[config.mk]
export PLATFORM = sky130hd
export DESIGN_NAME = dmem_arbiter_flat
export DESIGN_NICKNAME = d
export VERILOG_FILES = /design/src/rtl/dmem_arbiter_pkg.sv /design/src/rtl/dmem_arbiter_if.sv /design/src/rtl/dmem_arbiter_age_ctr.sv /design/src/rtl/dmem_arbiter.sv /design/src/flat_wrapper.sv
export SDC_FILE = /design/constraint.sdc
export NUM_CORES = 1
export LEC_CHECK = 0
export BUFFER_PORTS_ARGS = -buffer_cell sky130_fd_sc_hd__buf_2
export CAP_MARGIN = 10
export CORE_AREA = 3 3 119 121
export DETAILED_ROUTE_END_ITERATION = 6
export DIE_AREA = 0 0 122 124
export PLACE_DENSITY = 0.76
export SLEW_MARGIN = 30
export SYNTH_ARGS = -nofsm -noshare
export SYNTH_HDL_FRONTEND = slang
export SYNTH_HIERARCHICAL = 1
export SYNTH_SLANG_ARGS = --single-unit
[constraint.sdc]
create_clock -name clk -period 5.2 [get_ports clk]
set_input_delay 0 -clock clk [delete_from_list [all_inputs] [get_ports clk]]
set_output_delay 0 -clock clk [all_outputs]
set_load 0.05 [all_outputs]
[src/rtl/dmem_arbiter_pkg.sv]
// Shared types and constants for the data-memory port arbiter.
package dmem_arb_pkg;

   typedef enum logic [1:0] {
      ST_IDLE  = 2'd0,
      ST_ISSUE = 2'd1,
      ST_RESP  = 2'd2
   } arb_state_e;

   localparam logic OWN_CPU = 1'b0;
   localparam logic OWN_DMA = 1'b1;

   localparam int unsigned           AGE_W   = 4;
   localparam logic [AGE_W-1:0]      AGE_MAX = 4'd15;

endpackage

[src/rtl/dmem_arbiter_if.sv]
// Bundle of both requester ports plus the synchronous-read memory port.
interface dmem_arbiter_if #(
   parameter int unsigned AW = 32
) ();

   logic          cpu_req;
   logic [AW-1:0] cpu_addr;
   logic [31:0]   cpu_wdata;
   logic [3:0]    cpu_we;
   logic          cpu_gnt;
   logic          cpu_rvalid;
   logic [31:0]   cpu_rdata;

   logic          dma_req;
   logic [AW-1:0] dma_addr;
   logic [31:0]   dma_wdata;
   logic [3:0]    dma_we;
   logic          dma_gnt;
   logic          dma_rvalid;
   logic [31:0]   dma_rdata;

   logic [AW-1:0] daddr;
   logic [31:0]   dwdata;
   logic [3:0]    dwe;
   logic          dre;
   logic [31:0]   drdata;

   // Arbiter side.
   modport slave (
      input  cpu_req, cpu_addr, cpu_wdata, cpu_we,
      output cpu_gnt, cpu_rvalid, cpu_rdata,
      input  dma_req, dma_addr, dma_wdata, dma_we,
      output dma_gnt, dma_rvalid, dma_rdata,
      output daddr, dwdata, dwe, dre,
      input  drdata
   );

   // Requesters and memory side.
   modport master (
      output cpu_req, cpu_addr, cpu_wdata, cpu_we,
      input  cpu_gnt, cpu_rvalid, cpu_rdata,
      output dma_req, dma_addr, dma_wdata, dma_we,
      input  dma_gnt, dma_rvalid, dma_rdata,
      input  daddr, dwdata, dwe, dre,
      output drdata
   );

endinterface

[src/rtl/dmem_arbiter_age_ctr.sv]
// Saturating DMA starvation counter; o_force requests a DMA win once age reaches MAX_WAIT.
module arb_age_ctr
   import dmem_arb_pkg::*;
#(
   parameter int unsigned MAX_WAIT = 4
) (
   input  logic clk,
   input  logic reset,
   input  logic i_inc,
   input  logic i_clr,
   output logic o_force
);

   logic [AGE_W-1:0] r_age;

   always_ff @(posedge clk or posedge reset) begin
      if (reset) begin
         r_age <= '0;
      end else if (i_clr) begin
         r_age <= '0;
      end else if (i_inc && (r_age != AGE_MAX)) begin
         r_age <= r_age + 1'b1;
      end
   end

   assign o_force = (32'(r_age) >= MAX_WAIT);

endmodule

[src/rtl/dmem_arbiter.sv]
// CPU-priority arbiter for the single data-memory port: IDLE -> ISSUE -> RESP, where RESP
// doubles as the accept point of the next transaction.
module dmem_arbiter
   import dmem_arb_pkg::*;
#(
   parameter int unsigned AW       = 32,
   parameter int unsigned MAX_WAIT = 4
) (
   input  logic           clk,
   input  logic           reset,
   dmem_arbiter_if.slave  bus
);

   arb_state_e    r_state;
   arb_state_e    w_state_nxt;

   logic          r_owner;
   logic [AW-1:0] r_addr;
   logic [31:0]   r_wdata;
   logic [3:0]    r_we;

   logic          w_accept;
   logic          w_cpu_win;
   logic          w_dma_win;
   logic          w_force;
   logic          w_age_inc;
   logic          w_age_clr;
   logic          w_issue;
   logic          w_resp;
   logic          w_load;

   arb_age_ctr #(
      .MAX_WAIT (MAX_WAIT)
   ) u_age_ctr (
      .clk     (clk),
      .reset   (reset),
      .i_inc   (w_age_inc),
      .i_clr   (w_age_clr),
      .o_force (w_force)
   );

   always_comb begin
      w_accept  = (r_state != ST_ISSUE);
      w_dma_win = w_accept & bus.dma_req & (~bus.cpu_req | w_force);
      w_cpu_win = w_accept & bus.cpu_req & ~w_dma_win;
      // DMA only ages when it actually competed at an accept point and lost.
      w_age_inc = w_cpu_win & bus.dma_req;
      w_age_clr = w_dma_win;
   end

   always_comb begin
      w_state_nxt = r_state;
      unique case (r_state)
         ST_IDLE,
         ST_RESP:  w_state_nxt = (w_cpu_win | w_dma_win) ? ST_ISSUE : ST_IDLE;
         ST_ISSUE: w_state_nxt = ST_RESP;
         default:  w_state_nxt = ST_IDLE;
      endcase
   end

   always_ff @(posedge clk or posedge reset) begin
      if (reset) begin
         r_state <= ST_IDLE;
         r_owner <= OWN_CPU;
         r_addr  <= '0;
         r_wdata <= '0;
         r_we    <= '0;
      end else begin
         r_state <= w_state_nxt;
         if (w_dma_win) begin
            r_owner <= OWN_DMA;
            r_addr  <= bus.dma_addr;
            r_wdata <= bus.dma_wdata;
            r_we    <= bus.dma_we;
         end else if (w_cpu_win) begin
            r_owner <= OWN_CPU;
            r_addr  <= bus.cpu_addr;
            r_wdata <= bus.cpu_wdata;
            r_we    <= bus.cpu_we;
         end
      end
   end

   // r_we still describes the in-flight access during RESP; it only reloads on the next edge.
   always_comb begin
      w_issue = (r_state == ST_ISSUE);
      w_resp  = (r_state == ST_RESP);
      w_load  = (r_we == 4'h0);

      bus.cpu_gnt    = w_cpu_win;
      bus.dma_gnt    = w_dma_win;

      bus.daddr      = r_addr;
      bus.dwdata     = r_wdata;
      bus.dwe        = w_issue ? r_we : 4'h0;
      bus.dre        = w_issue & w_load;

      bus.cpu_rvalid = w_resp & (r_owner == OWN_CPU);
      bus.dma_rvalid = w_resp & (r_owner == OWN_DMA);
      bus.cpu_rdata  = (bus.cpu_rvalid & w_load) ? bus.drdata : 32'h0;
      bus.dma_rdata  = (bus.dma_rvalid & w_load) ? bus.drdata : 32'h0;
   end

endmodule
[src/flat_wrapper.sv]
// flat-port wrapper written by rule: the top's interface ports become plain ports
module dmem_arbiter_flat import dmem_arb_pkg::*;
#(
   parameter int unsigned AW       = 32,
   parameter int unsigned MAX_WAIT = 4
)
  (clk, reset, bus_cpu_req, bus_cpu_addr, bus_cpu_wdata, bus_cpu_we, bus_cpu_gnt, bus_cpu_rvalid, bus_cpu_rdata, bus_dma_req, bus_dma_addr, bus_dma_wdata, bus_dma_we, bus_dma_gnt, bus_dma_rvalid, bus_dma_rdata, bus_daddr, bus_dwdata, bus_dwe, bus_dre, bus_drdata);
  dmem_arbiter_if #(.AW(AW)) bus_i ();
  input  logic clk;
  input  logic reset;
  input wire logic [$bits(bus_i.cpu_req)-1:0] bus_cpu_req;
  input wire logic [$bits(bus_i.cpu_addr)-1:0] bus_cpu_addr;
  input wire logic [$bits(bus_i.cpu_wdata)-1:0] bus_cpu_wdata;
  input wire logic [$bits(bus_i.cpu_we)-1:0] bus_cpu_we;
  output wire logic [$bits(bus_i.cpu_gnt)-1:0] bus_cpu_gnt;
  output wire logic [$bits(bus_i.cpu_rvalid)-1:0] bus_cpu_rvalid;
  output wire logic [$bits(bus_i.cpu_rdata)-1:0] bus_cpu_rdata;
  input wire logic [$bits(bus_i.dma_req)-1:0] bus_dma_req;
  input wire logic [$bits(bus_i.dma_addr)-1:0] bus_dma_addr;
  input wire logic [$bits(bus_i.dma_wdata)-1:0] bus_dma_wdata;
  input wire logic [$bits(bus_i.dma_we)-1:0] bus_dma_we;
  output wire logic [$bits(bus_i.dma_gnt)-1:0] bus_dma_gnt;
  output wire logic [$bits(bus_i.dma_rvalid)-1:0] bus_dma_rvalid;
  output wire logic [$bits(bus_i.dma_rdata)-1:0] bus_dma_rdata;
  output wire logic [$bits(bus_i.daddr)-1:0] bus_daddr;
  output wire logic [$bits(bus_i.dwdata)-1:0] bus_dwdata;
  output wire logic [$bits(bus_i.dwe)-1:0] bus_dwe;
  output wire logic [$bits(bus_i.dre)-1:0] bus_dre;
  input wire logic [$bits(bus_i.drdata)-1:0] bus_drdata;
  assign bus_i.cpu_req = bus_cpu_req;
  assign bus_i.cpu_addr = bus_cpu_addr;
  assign bus_i.cpu_wdata = bus_cpu_wdata;
  assign bus_i.cpu_we = bus_cpu_we;
  assign bus_cpu_gnt = bus_i.cpu_gnt;
  assign bus_cpu_rvalid = bus_i.cpu_rvalid;
  assign bus_cpu_rdata = bus_i.cpu_rdata;
  assign bus_i.dma_req = bus_dma_req;
  assign bus_i.dma_addr = bus_dma_addr;
  assign bus_i.dma_wdata = bus_dma_wdata;
  assign bus_i.dma_we = bus_dma_we;
  assign bus_dma_gnt = bus_i.dma_gnt;
  assign bus_dma_rvalid = bus_i.dma_rvalid;
  assign bus_dma_rdata = bus_i.dma_rdata;
  assign bus_daddr = bus_i.daddr;
  assign bus_dwdata = bus_i.dwdata;
  assign bus_dwe = bus_i.dwe;
  assign bus_dre = bus_i.dre;
  assign bus_i.drdata = bus_drdata;
  dmem_arbiter #(.AW(AW), .MAX_WAIT(MAX_WAIT)) u_core (.clk(clk), .reset(reset), .bus(bus_i));
endmodule
* Word level (Yosys, flattened, before mapping) *
Cells that the tools add are included.

word-level totals
  register bits = 75
  bits of input ports = 172
  output and inout bits = 137
  logic and storage cells = 48

cells by class
  add/sub/neg operators = 1
  order comparisons = 1
  eq/ne operators = 4
  mux-type cells = 15
  bitwise operators = 15
  reductions and logical operators = 6

operator list
  operator               number
  $mux W32               6
  $mux W4                5
  $and A1 B1 Y1          10
  $add A4 B1 Y4 const B  1
  $ge A4 B3 Y1 const B   1
  $logic_not A4 Y1       1
  $ne A4 B4 Y1 const B   1
  $pmux W2 S2            1
  $reduce_bool A2 Y1     2
  $mux W1                3
  $not A1 Y1             3
  $eq A2 B1 Y1 const B   1
  $eq A2 B2 Y1 const B   1
  $logic_not A2 Y1       1
  $ne A2 B1 Y1 const B   1
  $or A1 B1 Y1           2
  $reduce_or A2 Y1       1
  $logic_and A1 B1 Y1    1

* Longest topological paths before layout *
Gate-level depths: netlist of run 1.

  depth in word-level cells = 9
  gate-level depth with buffers = 8
  depth with buffers taken out = 6

* Hierarchy *
The synthesis of run 1 kept the hierarchy.

by module, submodules not included
  module        instances  cells each  area each (um2)
  dmem_arbiter  1          489         4,170.2
  arb_age_ctr   1          22          236.5

* Worst setup path after synthesis of run 1 *
OpenSTA, ideal clock, no wires.

  kind = register -> output
  from = register u_core.r_state[0]
  to = output bus_cpu_rdata[10]
  arrival time = 2,565 ps
  required time = 5,200 ps
  setup slack = 2,635 ps
  cell stages (with the launch flop) = 5
  cell sequence = dfrtp_1 nor3b_1 nor2b_2 buf_2 and2_1

on the way
  word-level cells in the longest chain between the ends = 4

ends and longest elaborated chain
  element                   line                 RTL
  start, declared           dmem_arbiter.sv:14   arb_state_e r_state;
  start signal, assigned    dmem_arbiter.sv:69   r_state <= w_state_nxt;
  $eq A2 B2 Y1              dmem_arbiter.sv:87   w_resp = (r_state == ST_RESP);
  $and A1 B1 Y1             dmem_arbiter.sv:98   bus.cpu_rvalid = w_resp & (r_owner == OWN_CPU);
  named net bus_cpu_rvalid  flat_wrapper.sv:16   output wire logic [$bits(bus_i.cpu_rvalid)-1:0] bus_cpu_rvalid;
  $and A1 B1 Y1             dmem_arbiter.sv:100  bus.cpu_rdata = (bus.cpu_rvalid & w_load) ? bus.drdata : 32'h0;
  $mux W32                  dmem_arbiter.sv:100
  end, declared             flat_wrapper.sv:17   output wire logic [$bits(bus_i.cpu_rdata)-1:0] bus_cpu_rdata;

The timed path passes the listed nets, and every way through them passes these cells.

* Worst setup path after layout of run 1 *
  from = register u_core.r_state[1]
  to = register u_core.r_addr[19], in the netlist u_core/bus.daddr[19]

on the way
  word-level cells in the longest chain between the ends = 6

ends and longest elaborated chain
  element                       line                RTL
  $ne A2 B1 Y1 *                dmem_arbiter.sv:43  w_accept = (r_state != ST_ISSUE);
  $and A1 B1 Y1 (2 in series)   dmem_arbiter.sv:44  w_dma_win = w_accept & bus.dma_req & (~bus.cpu_req | w_force);
  $not A1 Y1                    dmem_arbiter.sv:45  w_cpu_win = w_accept & bus.cpu_req & ~w_dma_win;
  $and A1 B1 Y1                 dmem_arbiter.sv:45
  $reduce_bool A2 Y1 (no line)  -
  end signal, assigned          dmem_arbiter.sv:72  r_addr <= bus.dma_addr;
  end signal, assigned          dmem_arbiter.sv:77  r_addr <= bus.cpu_addr;
  end, declared                 dmem_arbiter.sv:18  logic [AW-1:0] r_addr;

Every way passes the cells marked *; elsewhere a longest branch is shown, timed or not.
A chain may end at the register's enable or synchronous reset.

==> metrics, run 1 <==
CP Max Fanout 42; IO Count 309; share of the yosys chip area belonging to registers 42.6%; Worst EP arrival 3.42 ns; EDFF count, synth 0; cell area after synthesis ~0.0044 sq mm; most common cell in the netlist dfrtp_1; layout cells sized above 1 about 37%; fmax between 300 and 400 MHz; Post-synth top cells 75 x dfrtp_1, 73 x inv_1, 69 x nand4_1; Reg clk slew, reported paths approximately 0.060 ns; Detailed Route Iter0 Violations ~420; peak supply drop ~0.19 mV; die span in y 124 microns; residual DRC count 0; Final Skew 0.00964 ns; post-route cell area between 0.007 and 0.008 sq mm; Distinct cells, synth 31; post-DR wirelength/cell roughly 18 microns; Post-Syn Instances between 500 and 600; Clock Tree Buf Depth 2; setup bufs post-CTS 0; Tightest Pin Transition slightly below 0.9 ns; Most Crowded Layer GR met2; Critical Path Sink Type flop; H-tree depth 3; GR Layer Usage met2 between 40 and 50%; clock sinks 75; Synth top area share between 40% and 50%; FF+latch count, synth 75; drt pass-1 iters 6; syn nets roughly 680; ys flop type dfrtp_1; global-route wire length before repair 29400 microns; Hold WS 0.0213 ns; initial antenna violation count 4; Via density approximately 5.3; HP Class in2reg; fin nets 1086; DPL Wire Length around 12000 microns; Tot GR Track Use 24.7%; WP data required approximately 5.4 ns; Resize count post-CTS 0; vias in the first global route 5828; routability congestion estimate 0.752; Hold Violations, Final 0; min Tclk post-route between 3 and 4 ns; final wirelength a little under 20000 microns; setup repair after global routing missed its margin no; clk_lat worst skew about 0.33 ns; power density over the cells about 350 mW/mm^2; setup_tns 0 ns; worst r2r src u_core/r_state[1]$_DFF_PP0_; root buffer cell clkbuf_16; yosys warns 6; Die ar. approximately 0.015 sq mm; PortBufs approximately 310; Period Utilization, post-route slightly above 60%; CTS tree yes; crit start category flop; row cnt 42; Synth Area per Inst approximately 8.6 sq um; crit path from u_core/r_state[1]$_DFF_PP0_; largest net degree at the start of global routing 74; count of pins over their slew limit 0; dominant cells by area after synthesis dfrtp_1 43%, o311ai_1 14%, nand4_1 9.8%; Slew headroom between 40% and 50%; M1 GR Usage between 20% and 30%; core area 0.0132 sq mm; post-synth top area cell dfrtp_1; hold_sp bus_dma_we[1]; Die Width between 100 and 150 microns; max cap viols 0; setup violators final 0; total CTS buffers 9; Post-DP Area around 0.0060 sq mm; Synth-to-Final Area Change 73.8%; Synth async-reset ratio 100%; antenna-violating nets left 0; Lkg Pwr just under 4 nW; met3 global-route usage under 10%; via count about 5900; outcome finished, final reports clean; starting density of the core 33.4%; class of the most critical setup path reg2reg; grt total ovfl 0
layout by cell type (no fill, tap or decap), types with 2 or more instances in the layout:
cell / instances
clkbuf_16: 9
clkinvlp_4: 2
clkbuf_8: 4
dfrtp_1: 75
nand2b_2: 2
dlygate4sd3_1: 134
buf_2: 308
diode_2: 2
o21ai_0: 68
inv_1: 72
nand2b_1: 2
buf_4: 8
nor3_1: 2
nand4_1: 69
nor3b_1: 2
and2_1: 68
o311ai_1: 68
nor2_1: 4
clkinv_2: 2
power breakdown:
| group | switching, mW | internal (mW) |
|---|---|---|
| Sequential | 0.0793 | 0.716 |
| Clock | 0.248 | 0.375 |
| Combinational | 0.836 | 0.437 |
| Total | 1.16 | 1.53 |
cells by family (layout without fill, tap and decap cells):
| group | count (synthesis) | after routing | synth area share (%) |
|---|---|---|---|
| buffers and inverters | 133 | 540 | 11.9 |
| adder cells (fa/ha/maj) | 1 | 1 | 0.284 |
| other | 0 | 2 | 0 |
| flip-flops | 75 | 75 | 42.6 |
| multiplexers | 2 | 2 | 0.568 |
| AND/OR/NAND/NOR | 159 | 159 | 22.4 |
| AO/OA/AOI/OAI | 141 | 141 | 22.3 |
routing by layer:
layer | routed length (microns) | vias to the layer above
met5 | 27 | -
met4 | 735 | 4
met3 | 1910 | 80
met2 | 10100 | 428
met1 | 6690 | 2690
li1 | - | 2656
worst max-delay path, stage by stage, from the launching register on:
cell and delay [ns]:
dfrtp_1 0.37, nand2b_2 0.13, buf_4 0.40, and3_2 0.81, buf_4 0.52, o311ai_1 0.19
dlygate4sd3_1 0.62
final cells by class:
cell class | count | area (sq um)
Fill cell | 1170 | 5530
Timing Repair Buffer | 450 | 2940
Multi-Input combinational cell | 303 | 2030
Sequential cell | 75 | 1880
Inverter | 74 | 282
Clock buffer | 13 | 280
Tap cell | 176 | 220
Clock inverter | 3 | 20.0
Antenna cell | 2 | 5.00
sequential cells by signal, summed over array words and instances, names as in the netlist:
signal	flops
u_core/bus.daddr	32
u_core/bus.dwdata	32
u_core/r_we	4
u_core/u_age_ctr/r_age	4
u_core/r_state	2
u_core/r_owner	1
path summary, 6_finish.rpt:
kind,to,slack [ns],cells after the start
hold reg to reg,u_core/r_state[0]$_DFF_PP0_,0.50,1
min in group asynchronous,u_core/u_age_ctr/r_age[2]$_DFFE_PP0P_,0.16,3
hold / removal,u_core/r_we[1]$_DFFE_PP0P_,0.02,3
max in group asynchronous,u_core/bus.daddr[10]$_DFFE_PP0P_,3.97,4
setup / recovery,u_core/bus.daddr[19]$_DFFE_PP0P_,1.99,6
setup reg to reg,u_core/bus.daddr[19]$_DFFE_PP0P_,1.99,6
through the flow:
step,setup slack (ns),power (mW),utilization (%),std cells
4_1_cts,2.11,2.67,58.0,1094
6_report,1.99,2.69,58.1,1096
2_1_floorplan,2.63,1.55,-,511
3_5_place_dp,2.65,1.85,45.6,944
3_3_place_gp,2.68,1.84,45.6,944
5_1_grt,1.86,2.81,58.1,1096
what timing repair did:
action                                 4_1_cts  5_1_grt
hold buffers                               134        0
setup endpoints to repair                    0        0
endpoints found under the hold margin      103        0
Note: power is estimated with default switching activity, not from simulation.
==> run 2: changes to the inputs <==
--- a/config.mk
+++ b/config.mk
@@ -5,12 +5,13 @@
 export SDC_FILE = /design/constraint.sdc
 export NUM_CORES = 1
 export LEC_CHECK = 0
+export ABC_AREA = 1
 export BUFFER_PORTS_ARGS = -buffer_cell sky130_fd_sc_hd__buf_2
 export CAP_MARGIN = 10
-export CORE_AREA = 3 3 119 121
+export CORE_AREA = 3 3 120 122
 export DETAILED_ROUTE_END_ITERATION = 6
-export DIE_AREA = 0 0 122 124
-export PLACE_DENSITY = 0.76
+export DIE_AREA = 0 0 123 125
+export PLACE_DENSITY = 0.78
 export SLEW_MARGIN = 30
 export SYNTH_ARGS = -nofsm -noshare
 export SYNTH_HDL_FRONTEND = slang
==> constraint.sdc (replaced) <==
create_clock -name clk -period 3.07 [get_ports clk]
set_input_delay 0 -clock clk [delete_from_list [all_inputs] [get_ports clk]]
set_output_delay 0 -clock clk [all_outputs]
set_load 0.05 [all_outputs]
==> run 2 against run 1 <==
  * Via count increased by 4.7%
  * Worst hold slack got worse by 0.016 ns
  * Total power increased by 59%
  * Worst setup slack got worse by 1.3 ns
  * Global-route usage decreased by 2.3 points
  * Clock-buffer cell count unchanged
  * Combinational power increased by 39%
  * Clock skew about the same
  * Synthesized area increased by 8.5%
  * Sequential share of layout area increased by 0.74 points
  * Largest power group unchanged
==> metrics, run 2 <==
final wirelength 17900 microns (-7.9%); PortBufs 308 (unchanged); Hold Violations, Final 0 (unchanged); cell area after synthesis 0.00478 sq mm (+8.5%); setup_tns 0 ns (unchanged); Synth-to-Final Area Change 55.4%; Most Crowded Layer GR met2; grt total ovfl 0 (unchanged); max cap viols 0 (unchanged); Post-Syn Instances 758 (+48%); GR Layer Usage met2 40.3% (-3.9 points); vias in the first global route 5831 (+0.051%); met3 global-route usage 4.11% (-2.4 points); Final Skew 0.00933 ns (-0.000303 ns); syn nets 931 (+36%); clk_lat worst skew 0.33 ns (about the same); Post-synth top cells 223 x nand2_1, 184 x inv_1, 75 x dfrtp_1, 74 x nand3_1, 72 x nor2_1; min Tclk post-route roughly 2.4 ns; IO Count 309 (unchanged); layout cells sized above 1 31.0% (-6.4 points); clock sinks 75 (unchanged); yosys warns 6 (unchanged); ys flop type dfrtp_1; dominant cells by area after synthesis dfrtp_1 39%, nand2_1 17%, inv_1 14%; core area 0.0133 sq mm (+0.80%); Flop pwr share 30.7% (+1.1 points); H-tree depth 3 (unchanged); Worst path most repeated cell nand2_1; die span in y 125 microns (+0.81%); Max stage delay on crit path 0.64 ns (-0.17 ns); Die Width 123 microns (+0.82%); post-DR wirelength/cell 13.9 microns (-21%); fmax slightly above 400 MHz; total CTS buffers 9 (unchanged); Tightest Pin Transition 0.965 ns (+0.0824 ns); Synth top area share 39.2% (-3.4 points); post-synth top area cell dfrtp_1; routability congestion estimate 0.823 (+9.4%); residual DRC count 0 (unchanged); Resize count post-CTS 0 (unchanged); Detailed Route Iter0 Violations 469 (+12%); final std cells w/o fill 1286 (+17%); fill count 1275 (+9.0%); Synth Area per Inst 6.31 sq um (-27%); Period Utilization, post-route 78.5%; global-route wire length before repair 27900 microns (-5.1%); EDFF count, synth 0 (unchanged); Reg clk slew, reported paths 0.06 ns (about the same); crit start category flop; row cnt 42 (unchanged); Slowest-stage cell, CP nand2_1; DPL Wire Length 12300 microns (+0.43%); Synth async-reset ratio 100% (unchanged); fin nets 1276 (+17%); Tot GR Track Use 22.4% (-2.3 points); Comb power frac 41.2% (-6.1 points); most common cell in the netlist nand2_1; sw frac 42.2% (-0.97 points); largest net degree at the start of global routing 71 (-4.1%); FF+latch count, synth 75 (unchanged); most common cell after layout, fill and taps aside buf_2; Psw 1.80 mW (+55%); Slew headroom 35.5% (-5.6 points); setup violators final 0 (unchanged); sequence of cells on the critical path inv_1 -> nand2_1 -> nor3_1 -> nand2_1 -> nor2_1 -> buf_2; setup repair after global routing missed its margin no; HP Class in2reg; via count 6134 (+4.7%); share of the yosys chip area belonging to registers 39.2% (-3.4 points); root buffer cell clkbuf_16; most frequent cells in the layout 308 x buf_2, 220 x nand2_1, 183 x inv_1, 75 x dfrtp_1, 73 x nand3_1; post-route cell area 0.00743 sq mm (-2.9%); Clock Tree Buf Depth 2 (unchanged); placed insts 1202 (+27%); Worst EP arrival 2.41 ns (-1.01 ns); antenna-violating nets left 0 (unchanged); WP data required 3.07 ns (-2.34 ns); CTS tree yes; Hold WS 0.00506 ns (-0.0163 ns); Critical Path Sink Type output pin; drt pass-1 iters 5 (-1); clock network power share 28.1% (+5.0 points); Die ar. 0.0154 sq mm (+1.6%); Post-DP Area 0.00642 sq mm (+6.7%); peak supply drop 0.333 mV (+78%); outcome finished, final reports clean; M1 GR Usage 26.0% (-1.4 points); Distinct cells, synth 20 (-35%); starting density of the core 36.0% (+2.6 points); CP Max Fanout 32 (-24%); Lkg Pwr 4.81 nW (+22%); Internal Dissipation 2.47 mW (+61%); class of the most critical setup path reg2out; setup bufs post-CTS 0 (unchanged); count of pins over their slew limit 0 (unchanged); Via density 4.77 (-11%); power density over the cells 575 mW/mm^2 (+64%); initial antenna violation count 3 (-1)
-- run 2: changes by cell type in the layout (fill, tap and decap cells not counted), sizes merged, moves of 66 or more --
cell         previous run  this run
dlygate4sd3           134        66
nand2                   1       224
nand3                   0        74
inv                    73       185
nor2                    6        72
o311ai                 68         0
and2                   68         0
o21ai                  69         2
-- run 2: final timing paths --
kind                                                        start                                     to  slack, ns  depth (start not counted)
worst max-delay path                   u_core/r_we[2]$_DFFE_PP0P_                      bus_dma_rdata[22]       0.66                          6
worst min-delay path                             bus_dma_wdata[9]       u_core/bus.dwdata[9]$_DFFE_PP0P_      0.005                          5
worst max register to register        u_core/r_state[0]$_DFF_PP0_      u_core/bus.dwdata[24]$_DFFE_PP0P_       0.82                          7
worst min register to register  u_core/bus.dwdata[15]$_DFFE_PP0P_      u_core/bus.dwdata[15]$_DFFE_PP0P_       0.47                          2
max in group asynchronous                                   reset       u_core/bus.daddr[24]$_DFFE_PP0P_       1.98                          4
min in group asynchronous                                   reset  u_core/u_age_ctr/r_age[2]$_DFFE_PP0P_       0.15                          3
-- run 2: routing by layer --
layer / wire length, microns / up-vias
li1: - / 2967
met1: 6860 / 2805
met2: 9160 / 334
met3: 1550 / 28
met4: 352 / 0
met5: 0 / -
-- run 2: timing repair --
item / 4_1_cts / 5_1_grt
hold buffers: 66 / 0
endpoints found under the hold margin: 111 / 0
endpoints found under the setup margin: 0 / 0
-- run 2: final cells by class --
cell class	count	area, sq um	share of cell area, %
Antenna cell	2	5.00	0.0673
Timing Repair Buffer	384	2290	30.8
Multi-Input combinational cell	447	1990	26.8
Tap cell	176	220	2.96
Clock inverter	3	67.6	0.909
Clock buffer	13	280	3.77
Sequential cell	75	1880	25.2
Inverter	186	702	9.44
-- run 2: critical path, delay by kind of cell (launching register included) --
family        cells  cell delay [ns]
simple gates      4             1.32
flops             1             0.39
buf+inv           2             0.38
-- run 2: stage by stage --
step | util [%] | power [mW] | setup WS [ns]
final | 55.9 | 4.27 | 0.659
after global routing | 55.9 | 4.50 | 0.503
after CTS | 55.9 | 4.28 | 0.712
after detailed placement | 48.3 | 3.00 | 1.07
after global placement | 48.3 | 2.98 | 1.16
after floorplan | - | 2.52 | 0.326
-- run 2: cell families (layout without fill, tap and decap cells) --
| group | Yosys count | count (layout) | synth area share, % |
|---|---|---|---|
| AND/OR/NAND/NOR | 443 | 443 | 40.5 |
| buffers and inverters | 236 | 586 | 19.5 |
| flip-flops | 75 | 75 | 39.2 |
| AO/OA/AOI/OAI | 2 | 2 | 0.288 |
| adder cells (fa/ha/maj) | 1 | 1 | 0.262 |
| XOR/XNOR | 1 | 1 | 0.183 |
| other | 0 | 2 | 0 |
-- run 2: power groups by stage --
stage	clock network, mW	logic, mW	registers, mW
global placement	0	1.66	1.32
floorplan	0	0.633	1.89
global route	1.26	1.89	1.34
detailed placement	0	1.68	1.32
CTS	1.22	1.75	1.31
finish	1.20	1.76	1.31
